## src/rtl/toggle_pulse_gen_pkg.sv

```systemverilog
// Shared definitions for the toggle pulse generator: debounce FSM state
// encodings and elaboration-time helpers for parameter sizing and legality.
package toggle_pulse_gen_pkg;

    typedef enum logic [1:0] {
        IDLE         = 2'd0,
        PRESS_WAIT   = 2'd1,
        PRESSED      = 2'd2,
        RELEASE_WAIT = 2'd3
    } toggle_state_t;

    // Largest of three timing parameters; sets the counter ceiling.
    function automatic int unsigned max3(input int unsigned a,
                                         input int unsigned b,
                                         input int unsigned c);
        int unsigned m;
        m = a;
        if (b > m) begin
            m = b;
        end
        if (c > m) begin
            m = c;
        end
        return m;
    endfunction

    // Parameter set is usable: minimum timings met and counter wide enough.
    function automatic bit params_legal(input int unsigned debounce_cycles,
                                        input int unsigned repeat_delay,
                                        input int unsigned repeat_period,
                                        input int unsigned cnt_w);
        bit ok;
        ok = 1'b1;
        if (debounce_cycles < 32'd2) begin
            ok = 1'b0;
        end
        if (repeat_delay < 32'd1) begin
            ok = 1'b0;
        end
        if (repeat_period < 32'd1) begin
            ok = 1'b0;
        end
        if ((cnt_w < 32'd1) || (cnt_w > 32'd31)) begin
            ok = 1'b0;
        end else if (max3(debounce_cycles, repeat_delay, repeat_period) > (32'd1 << cnt_w)) begin
            ok = 1'b0;
        end
        return ok;
    endfunction

endpackage

```

## src/rtl/toggle_pulse_gen_sync_2ff.sv

```systemverilog
// Generic two-flop synchronizer with synchronous active-high reset, for
// bringing raw asynchronous levels into the clk domain.
module sync_2ff #(
    parameter int unsigned WIDTH = 1
) (
    input  logic             clk,
    input  logic             reset,
    input  logic [WIDTH-1:0] d,
    output logic [WIDTH-1:0] q
);

    logic [WIDTH-1:0] stage1_q;
    logic [WIDTH-1:0] stage2_q;

    // Two back-to-back capture stages; only the second is used downstream.
    always_ff @(posedge clk) begin
        if (reset) begin
            stage1_q <= {WIDTH{1'b0}};
            stage2_q <= {WIDTH{1'b0}};
        end else begin
            stage1_q <= d;
            stage2_q <= stage1_q;
        end
    end

    assign q = stage2_q;

endmodule

```

## src/rtl/toggle_pulse_gen.sv

```systemverilog
// Button conditioning for a toggle flip-flop: synchronizes a raw button level,
// debounces it with a stability counter and emits a one-cycle toggle pulse
// per accepted press, optionally followed by hold-to-auto-repeat pulses.
module toggle_pulse_gen
    import toggle_pulse_gen_pkg::*;
#(
    parameter int unsigned DEBOUNCE_CYCLES = 16,
    parameter bit          REPEAT_EN       = 1'b0,
    parameter int unsigned REPEAT_DELAY    = 5000,
    parameter int unsigned REPEAT_PERIOD   = 1000,
    parameter int unsigned CNT_W           = 16
) (
    input  logic clk,
    input  logic reset,
    input  logic btn_in,
    output logic t_out,
    output logic btn_level,
    output logic bounce_err
);

    localparam logic [CNT_W-1:0] CNT_ZERO     = {CNT_W{1'b0}};
    localparam logic [CNT_W-1:0] CNT_ONE      = {{(CNT_W-1){1'b0}}, 1'b1};
    localparam logic [CNT_W-1:0] DB_LAST      = CNT_W'(DEBOUNCE_CYCLES - 32'd1);
    localparam logic [CNT_W-1:0] DELAY_LAST   = CNT_W'(REPEAT_DELAY - 32'd1);
    localparam logic [CNT_W-1:0] PERIOD_LAST  = CNT_W'(REPEAT_PERIOD - 32'd1);
    localparam logic [CNT_W-1:0] CNT_LIMIT    =
        CNT_W'(max3(DEBOUNCE_CYCLES, REPEAT_DELAY, REPEAT_PERIOD) - 32'd1);
    localparam bit PARAMS_OK = params_legal(DEBOUNCE_CYCLES, REPEAT_DELAY,
                                            REPEAT_PERIOD, CNT_W);

    if (!PARAMS_OK) begin : g_param_check
        $error("toggle_pulse_gen: illegal parameter combination");
    end

    logic          btn_s;
    toggle_state_t state_q, state_d;
    logic [CNT_W-1:0] cnt_q, cnt_d;
    logic          rep_first_q, rep_first_d;  // next repeat uses REPEAT_DELAY
    logic          t_out_q, t_out_d;
    logic          btn_level_q, btn_level_d;
    logic          bounce_err_q, bounce_err_d;
    logic          repeat_due_s;

    sync_2ff #(
        .WIDTH (1)
    ) u_sync (
        .clk   (clk),
        .reset (reset),
        .d     (btn_in),
        .q     (btn_s)
    );

    // Repeat deadline: first repeat waits REPEAT_DELAY, later ones REPEAT_PERIOD.
    always_comb begin
        repeat_due_s = 1'b0;
        if (rep_first_q) begin
            repeat_due_s = (cnt_q == DELAY_LAST);
        end else begin
            repeat_due_s = (cnt_q == PERIOD_LAST);
        end
    end

    // Debounce FSM next-state, counter and registered-output next values.
    always_comb begin
        state_d      = state_q;
        cnt_d        = cnt_q;
        rep_first_d  = rep_first_q;
        t_out_d      = 1'b0;
        btn_level_d  = btn_level_q;
        bounce_err_d = 1'b0;

        case (state_q)
            IDLE: begin
                btn_level_d = 1'b0;
                if (btn_s) begin
                    state_d = PRESS_WAIT;
                    cnt_d   = CNT_ONE;
                end else begin
                    cnt_d   = CNT_ZERO;
                end
            end

            PRESS_WAIT: begin
                if (!btn_s) begin
                    state_d      = IDLE;
                    cnt_d        = CNT_ZERO;
                    bounce_err_d = 1'b1;
                end else if (cnt_q == DB_LAST) begin
                    state_d     = PRESSED;
                    cnt_d       = CNT_ZERO;
                    rep_first_d = 1'b1;
                    t_out_d     = 1'b1;
                    btn_level_d = 1'b1;
                end else if (cnt_q < CNT_LIMIT) begin
                    cnt_d = cnt_q + CNT_ONE;
                end else begin
                    cnt_d = cnt_q;
                end
            end

            PRESSED: begin
                btn_level_d = 1'b1;
                // Release is checked first so it beats a coincident repeat.
                if (!btn_s) begin
                    state_d = RELEASE_WAIT;
                    cnt_d   = CNT_ONE;
                end else if (!REPEAT_EN) begin
                    cnt_d = CNT_ZERO;
                end else if (repeat_due_s) begin
                    // Hold off one cycle rather than emit back-to-back pulses.
                    if (!t_out_q) begin
                        t_out_d     = 1'b1;
                        cnt_d       = CNT_ZERO;
                        rep_first_d = 1'b0;
                    end else begin
                        cnt_d = cnt_q;
                    end
                end else if (cnt_q < CNT_LIMIT) begin
                    cnt_d = cnt_q + CNT_ONE;
                end else begin
                    cnt_d = cnt_q;
                end
            end

            RELEASE_WAIT: begin
                btn_level_d = 1'b1;
                if (btn_s) begin
                    // Release rejected: back to held, repeat timing restarts.
                    state_d      = PRESSED;
                    cnt_d        = CNT_ZERO;
                    rep_first_d  = 1'b1;
                    bounce_err_d = 1'b1;
                end else if (cnt_q == DB_LAST) begin
                    state_d     = IDLE;
                    cnt_d       = CNT_ZERO;
                    btn_level_d = 1'b0;
                end else if (cnt_q < CNT_LIMIT) begin
                    cnt_d = cnt_q + CNT_ONE;
                end else begin
                    cnt_d = cnt_q;
                end
            end

            default: begin
                state_d     = IDLE;
                cnt_d       = CNT_ZERO;
                rep_first_d = 1'b1;
                btn_level_d = 1'b0;
            end
        endcase
    end

    // State, counter and output registers with synchronous reset.
    always_ff @(posedge clk) begin
        if (reset) begin
            state_q      <= IDLE;
            cnt_q        <= CNT_ZERO;
            rep_first_q  <= 1'b1;
            t_out_q      <= 1'b0;
            btn_level_q  <= 1'b0;
            bounce_err_q <= 1'b0;
        end else begin
            state_q      <= state_d;
            cnt_q        <= cnt_d;
            rep_first_q  <= rep_first_d;
            t_out_q      <= t_out_d;
            btn_level_q  <= btn_level_d;
            bounce_err_q <= bounce_err_d;
        end
    end

    assign t_out      = t_out_q;
    assign btn_level  = btn_level_q;
    assign bounce_err = bounce_err_q;

endmodule

```

## config.mk

```make
export PLATFORM = sky130hd
export DESIGN_NAME = toggle_pulse_gen
export DESIGN_NICKNAME = d
export VERILOG_FILES = /design/src/rtl/toggle_pulse_gen_pkg.sv /design/src/rtl/toggle_pulse_gen_sync_2ff.sv /design/src/rtl/toggle_pulse_gen.sv
export SDC_FILE = /design/constraint.sdc
export NUM_CORES = 1
export LEC_CHECK = 0
export ABC_CLOCK_PERIOD_IN_PS = 1800
export CORE_UTILIZATION = 35
export DETAILED_ROUTE_END_ITERATION = 10
export GPL_ROUTABILITY_DRIVEN = 0
export GPL_TIMING_DRIVEN = 0
export HOLD_SLACK_MARGIN = 0.12
export PLACE_DENSITY = 0.6
export SLEW_MARGIN = 20
export SYNTH_ARGS = -nofsm -noshare
export SYNTH_HDL_FRONTEND = slang
export SYNTH_HIERARCHICAL = 1
export SYNTH_SLANG_ARGS = --single-unit
```

## constraint.sdc

```tcl
create_clock -name clk -period 1.8 [get_ports clk]
set_input_delay 0.18 -clock clk [delete_from_list [all_inputs] [get_ports clk]]
set_output_delay 0.18 -clock clk [all_outputs]
set_load 0.02 [all_outputs]
```

After elaboration in Yosys (flattened, before gate mapping)
Index checks and enable logic that the tools add are counted.

Register bits: 23. Input port bits: 3. Output and inout bits: 3. Logic and storage cells: 48.

Add/sub/neg operators: 1. Order comparisons: 1. Eq/ne operators: 10. Mux-type cells: 23. Bitwise operators: 2. Reduce and logical (&&, ||, !) cells: 4.

Operator list (number): two-way mux 16 bit (4); case mux 16 bit (4 select lines) (1); adder 16 x 1 -> 16 bit (second input constant) (1); equality test 16 x 4 -> 1 bit (second input constant) (1); less-than comparator 16 x 13 -> 1 bit (second input constant) (1); two-way mux 2 bit (6); two-way mux 1 bit (9); case mux 2 bit (4 select lines) (1); equality test 2 bit (second input constant) (2); != test 2 x 1 -> 1 bit (second input constant) (2); != test 2 bit (second input constant) (2); case mux 1 bit (4 select lines) (1); AND reduction 4 bit (1); != test 3 x 2 -> 1 bit (second input constant) (1); != test 3 bit (second input constant) (1); OR reduction 3 bit (1); equality test 2 x 1 -> 1 bit (second input constant) (1); logical NOT 2 bit (1); NOT 1 bit (2); case mux 1 bit (2 select lines) (1); AND reduction 2 bit (1).

Longest topological paths before layout
Gate-level depths: netlist (run 1).

Depth after elaboration: 5. Depth in mapped cells: 7.

Hierarchy
Netlist (run 1), hierarchy kept.

Modules (own cells, without submodules): toggle_pulse_gen (times used 1, cells an instance 149, area each 1222.4 um2, seq. area each 420.4 um2); sync_2ff (times used 1, cells an instance 4, area each 52.6 um2, seq. area each 40.0 um2).

Worst setup path after synthesis (run 1)
OpenSTA, ideal clock, no wires.

Path kind: register to register. From: reg cnt_q[0]. To: reg cnt_q[11]. Setup time: 66 ps. Data arrival time: 1837 ps. Data required time: 1734 ps. Slack: -103 ps. Stages on the path, launching flop included: 8. Period minus slack after synthesis: 1903 ps. Cell sequence: dfxtp_1 -> ha_1 -> and2_1 -> buf_2 -> o31a_1 -> buf_6 -> or4_4 -> a21oi_2.

Cells in the longest elaborated chain, start to end: 5. Elaborated cells between the ends (all ways): 8.

Ends and longest elaborated chain: from (decl) (line toggle_pulse_gen.sv:37) `logic [CNT_W-1:0] cnt_q, cnt_d;`; from (signal assigned) (line toggle_pulse_gen.sv:164) `cnt_q <= cnt_d;`; adder 16 x 1 -> 16 bit / less-than comparator 16 x 13 -> 1 bit (equally long branches); two-way mux 16 bit (line toggle_pulse_gen.sv:94, toggle_pulse_gen.sv:137); two-way mux 16 bit * (line toggle_pulse_gen.sv:133) `end else if (cnt_q == DB_LAST) begin`; two-way mux 16 bit, on equally long branches (line toggle_pulse_gen.sv:127, toggle_pulse_gen.sv:84); case mux 16 bit (4 select lines) * (line toggle_pulse_gen.sv:72) `case (state_q)`.

Mark *: on every way between the ends. The rest lies on a longest branch, timed or not. A chain may end at the register's enable or synchronous reset.

Final worst setup path (run 1)
From: reg cnt_q[4]. To: reg cnt_q[11].

The elaborated chain is that of the path after synthesis.

==> impl_metrics.toml, run 1 <==
[route]
vias = 1189
drtIter0Drc = 13
wl_per_cell_um = 13.13
viasPerCell = 5.505
wl_um = 2835
drc = 0
drtAntennaViolNets = 0
firstDrtPassIters = 5

[clocking]
cts-root-buf = "clkbuf_4"
cts_tree = "built"
cts.sinks = 23
numCtsBuffers = 3
cts_buffer_depth = 2
ctsHoldBuffers = 0
htreeDepth = 1
insertion_delay_ns = 0.31
path_clk_slew_ns = 0.13

[sta]
hold_viol_final = 0
fin_crit_ns = 1.832
relSlewSlack = 0.7266
tns_ns = -0.03174
grt_setup_unrepaired = "true"
clock_skew_ns = 0.005644
max_freq_mhz = 545.9
period_share = 1.018
hold_ws_ns = 0.4176
tightestPinTransition_ns = 0.4087
final_max_slew_viol_count = 0
setup_viol = 1
worst_slack_ns = -0.03174

[layout]
areaGrowthSynthToFinish_pct = 25.81
layout.nets = 180
diodes = 0
finalNonFillerCells = 216
final_area_um2 = 1604
utilization = 0.4696
drive_gt1_frac = 0.2647

[floorplanning]
die_area_um2 = 3888
io_pins = 6
core_um2 = 3416
start_util = 0.3733
die_h_um = 62.36
row_count = 21
die_w_um = 62.36

[global_route]
overflow = 0
gr-usage-met1 = 0.1926
grt_pass1_wl_um = 4836
track_usage = 0.1518
antenna_found_initial = 0
grt_use_met3 = 0.01654
grt_max_degree = 14
gr-max-usage-layer = "met2"
met2_usage = 0.2651
grt_pass1_vias = 1088

[yosys]
seq_area_frac_synth = 0.3611
synth_compound_area_frac = 0.1786
synth_area_per_cell_um2 = 8.333
ys_warn_count = 6
synth-xor-area-share = 0
netlist_instances = 153
muxShareOfSynthArea = 0.03925
syn_nets = 162
synth_seq_cells = 23
ys_types = 39
synth_area_um2 = 1275
synth-simple-area-share = 0.3131
synth_adder_area_share = 0.05888
synth_top_family_by_area = "simple AND/OR/NAND/NOR gates"

[pwr]
power_mw = 0.9582
power.density_nw_per_um2 = 597.3
ir_worst_vdd_v = 0.0004543
power_leakage_nw = 0.5196

[place]
io_buffers = 5
dp_cells = 204
dp_slack_ns = -0.3554
hpwl_um = 1940
dpl_cell_area_um2 = 1406

[worst_setup_path]
arrival_ns = 2.09
critPathMaxFanout = 7
cp_data_required_time_ns = 2.06
cp_top_family = "simple AND/OR/NAND/NOR gates"
slowest_stage = "or4_4"
path_class = "flop to flop"
slowest_delay_ns = 0.47
start_kind = "flop"
end_kind = "flop"
critPathBufInv = 1
crit_chain = "or3_4 -> o31a_1 -> buf_6 -> or4_4 -> a21oi_2"

[worst_hold_path]
hold_path_class = "input port to flop"

[job]
max-cap-violations = 0

[outcome]
status = "complete, but fails checks"
violations = "negative setup slack"
-- registers in the layout (all words and copies together) (netlist names), named ones only --
register         count
bounce_err           1
btn_level            1
cnt_q               16
state_q              1
t_out                1
u_sync/q             1
u_sync/stage1_q      1
-- final cells by class --
class	count	area (um^2)
multi-input cells	116	860.8
repair buffers	15	125.1
flip-flops and latches	23	475.5
inverters	8	30.03
well taps	46	57.56
clock buffers	3	22.52
fillers	344	1812
plain buffers	4	27.53
clock inverters	1	5.005
-- cell families (layout without fill, tap and decap cells) --
kind of cell | after synthesis | after routing
AO/OA/AOI/OAI | 38 | 38
multiplexers | 5 | 5
buffers and inverters | 14 | 31
flip-flops | 23 | 23
AND/OR/NAND/NOR | 67 | 67
adder cells (fa/ha/maj) | 6 | 6
-- placed cells by master (no fill, tap or decap), types with 2 or more instances in the layout --
cell and count:
a21oi_1 9, a21oi_2 3, and4_1 2, buf_4 10, clkbuf_4 4, clkdlybuf4s50_1 5, dfxtp_1 17, dfxtp_2 3
dfxtp_4 3, ha_1 5, inv_1 8, mux2i_1 4, nand2_1 7, nand2b_1 3, nand3_1 7, nand4_1 7
nor2_1 8, nor2b_1 4, nor3_1 4, o21ai_0 13, o31ai_1 3, or3_1 6, or4_1 3
-- routing by layer --
| layer | up-vias | share of wire |
|---|---|---|
| li1 | 604 | - |
| met2 | 13 | 0.50 |
| met1 | 570 | 0.48 |
| met5 | - | 0 |
| met4 | 0 | 0.0081 |
| met3 | 2 | 0.016 |
-- worst paths after layout --
path | from | end | slack [ns] | depth (start not counted)
worst max-delay path | cnt_q[4] | cnt_q[11] | -0.03 | 5
worst min-delay path | btn_in | u_sync/stage1_q | 0.42 | 2
worst max register to register | cnt_q[4] | cnt_q[11] | -0.03 | 5
worst min register to register | u_sync/stage1_q | u_sync/q | 0.45 | 1
-- cells in the mapped netlist (all sizes together) --
cell    instances  area (um^2)
and3            1        6.260
a211oi          1        7.510
or3             8        56.31
nor3            6        35.03
nor3b           2        15.01
nor2b           4        25.02
a21oi          12        63.81
and4            3        27.53
and2            2        12.51
o31a            1        8.760
a21boi          1        7.510
o21ai          15        75.07
nand4           7        43.79
inv             8        30.03
nor4            1        6.260
or3b            1        8.760
mux2i           5        50.05
o21bai          1        7.510
nand2b          3        18.77
o311ai          1        8.760
nand3           9        45.04
clkbuf          3        11.26
nand2           7        26.28
nor2            8        30.03
dfxtp          23        460.4
o311a           1        11.26
or4             4        33.78
buf             3        21.27
and3b           1        8.760
ha              6        75.07
o31ai           5        37.54
-- timing repair --
action                     in CTS  in global routing
setup buffers                   6                  4
pin swaps                       3                  5
gates resized for setup        14                 12
setup endpoints to repair      17                 17
-- power by group --
part           internal (mW)  switching, mW  total (mW)
Sequential             0.529         0.0208       0.550
Combinational         0.0804         0.0866       0.167
Clock                 0.0829          0.158       0.241
Total                  0.692          0.266       0.958
No activity file was read; power rests on OpenSTA's default activity.
==> run 2, diff against run 1 <==
--- a/config.mk
+++ b/config.mk
@@ -6,12 +6,12 @@
 export NUM_CORES = 1
 export LEC_CHECK = 0
 export ABC_CLOCK_PERIOD_IN_PS = 1800
-export CORE_UTILIZATION = 35
+export CORE_UTILIZATION = 52
 export DETAILED_ROUTE_END_ITERATION = 10
 export GPL_ROUTABILITY_DRIVEN = 0
 export GPL_TIMING_DRIVEN = 0
 export HOLD_SLACK_MARGIN = 0.12
-export PLACE_DENSITY = 0.6
+export PLACE_DENSITY = 0.8
 export SLEW_MARGIN = 20
 export SYNTH_ARGS = -nofsm -noshare
 export SYNTH_HDL_FRONTEND = slang
==> run 2 against run 1 <==
  * The run still ends with negative setup slack left
  * Clock skew rose by 0.0019 ns
  * Fmax down 0.52%
  * Register-to-register slack is essentially flat
  * Routed wire length is 10% higher
  * Cell area increased by 1.1%
  * Critical endpoint unchanged
==> impl_metrics.toml, run 2 (synthesis results as in run 1) <==
[clocking]
insertion_delay_ns = 0.33
htreeDepth = 1
cts.sinks = 23
path_clk_slew_ns = 0.14
cts_buffer_depth = 2
numCtsBuffers = 3
cts-root-buf = "clkbuf_4"
cts_tree = "built"

[global_route]
met2_usage = 0.4221
grt_max_degree = 14
gr-max-usage-layer = "met2"
overflow = 0
antenna_found_initial = 0
grt_use_met3 = 0.04386
track_usage = 0.2512
grt_pass1_vias = 1145
grt_pass1_wl_um = 4919
gr-usage-met1 = 0.3102

[sta]
grt_setup_unrepaired = "true"
hold_viol_final = 0
period_share = 1.023
max_freq_mhz = 543.1
worst_slack_ns = -0.04139
setup_viol = 1
final_max_slew_viol_count = 0
clock_skew_ns = 0.007549
relSlewSlack = 0.7270
tightestPinTransition_ns = 0.4082
hold_ws_ns = 0.3921
fin_crit_ns = 1.841

[route]
firstDrtPassIters = 4
wl_um = 3120
drtAntennaViolNets = 0
drc = 0
wl_per_cell_um = 15.45
vias = 1243
drtIter0Drc = 57
viasPerCell = 6.153

[worst_setup_path]
cp_data_required_time_ns = 2.07
timing.rr.start = "cnt_q[4]"
slowest_delay_ns = 0.48
critPathMaxFanout = 7
r2r-end = "cnt_q[11]"
start_kind = "flop"
slowest_stage = "or4_4"
r2r_setup_slack_ns = -0.04
path_class = "flop to flop"
arrival_ns = 2.12
crit_chain = "or3_4 -> o31a_1 -> buf_6 -> or4_4 -> a21oi_2"
end_kind = "flop"
rr_worst_depth = 5

[pwr]
power_frac_clock = 0.258
netSwitchingPower_mw = 0.2971
ir_worst_vdd_v = 0.0007320
intPower_mw = 0.6984
power.density_nw_per_um2 = 613.9
power_mw = 0.9955
power_leakage_nw = 0.5383
p_sw_frac = 0.2984
comb_power_share = 0.187
seqPwrFrac = 0.555

[layout]
final_cell_mix = "dfxtp_1 (17), buf_4 (14), o21ai_0 (11)"
diodes = 0
areaGrowthSynthToFinish_pct = 27.18
mostFrequentLayoutCell = "dfxtp_1"
finalNonFillerCells = 202
layout.nets = 184
drive_gt1_frac = 0.2989
regArea_um2 = 473.0
utilization = 0.7192
n_fill_cell = 168
multi_input_area_um2 = 873.3
largest_reg_flops = 16
regMostFlops = "cnt_q"

[worst_hold_path]
hold_end = "u_sync/stage1_q"
hold_start = "btn_in"
whs_path_depth = 2
hold_path_class = "input port to flop"

[place]
hpwl_um = 1913
dp_slack_ns = -0.2878
dp_cells = 186
io_buffers = 5

[outcome]
violations = "negative setup slack"
status = "complete, but fails checks"

[floorplanning]
io_pins = 6
row_count = 17
start_util = 0.5655
die_area_um2 = 2654
die_h_um = 51.52
die_w_um = 51.52
core_um2 = 2255

[job]
max-cap-violations = 0
[run 2: metal layers]
metal  vias up  share of wire
li1        609              -
met3         5          0.040
met1       593           0.45
met2        36           0.50
met5         -              0
met4         0          0.014
[run 2: worst max path at each step]
stage              from        end  slack (ns)  depth (start not counted)
6_report       cnt_q[4]  cnt_q[11]       -0.04                          5
3_3_place_gp   cnt_q[3]   cnt_q[7]       -0.28                          6
4_1_cts        cnt_q[4]  cnt_q[11]       -0.06                          5
5_1_grt        cnt_q[4]  cnt_q[11]       -0.08                          5
2_1_floorplan  cnt_q[0]  cnt_q[11]      0.0008                          7
3_5_place_dp   cnt_q[3]   cnt_q[9]       -0.29                          6
[run 2: final cells by class]
cell class / count / share of cell area
Clock inverter: 1 / 0.003086
Buffer: 4 / 0.01698
Inverter: 8 / 0.01852
Timing Repair Buffer: 19 / 0.09568
Tap cell: 28 / 0.02160
Clock buffer: 3 / 0.01389
Sequential cell: 23 / 0.2917
Multi-Input combinational cell: 116 / 0.5386
[run 2: power by group through the flow]
stage               clock network (mW)  logic [mW]  registers [mW]
global route                     0.272       0.203           0.555
detailed placement                   0       0.157           0.563
global placement                     0       0.147           0.561
floorplan                            0       0.111           0.564
finish                           0.256       0.186           0.553
CTS                              0.255       0.168           0.549
[run 2: stage by stage]
stage | area, um^2 | TNS (ns)
after floorplan | 1299 | 0
after global routing | 1622 | -0.1021
after global placement | 1384 | -2.778
after detailed placement | 1384 | -2.796
final | 1622 | -0.04139
after CTS | 1493 | -0.06001
[run 2: critical path: cells and delay by family (launching register included)]
kind                   cells  cell delay (ns)
and+or+nand+nor            2             0.84
AOI/OAI and AO/OA          2             0.43
DFF                        1             0.37
buffers and inverters      1             0.16
[run 2: timing repair]
item | 4_1_cts | 5_1_grt
hold buffers | 0 | 0
resized for setup | 13 | 18
buffers inserted | 6 | 8
pin swaps | 2 | 5
setup endpoints to repair | 16 | 17
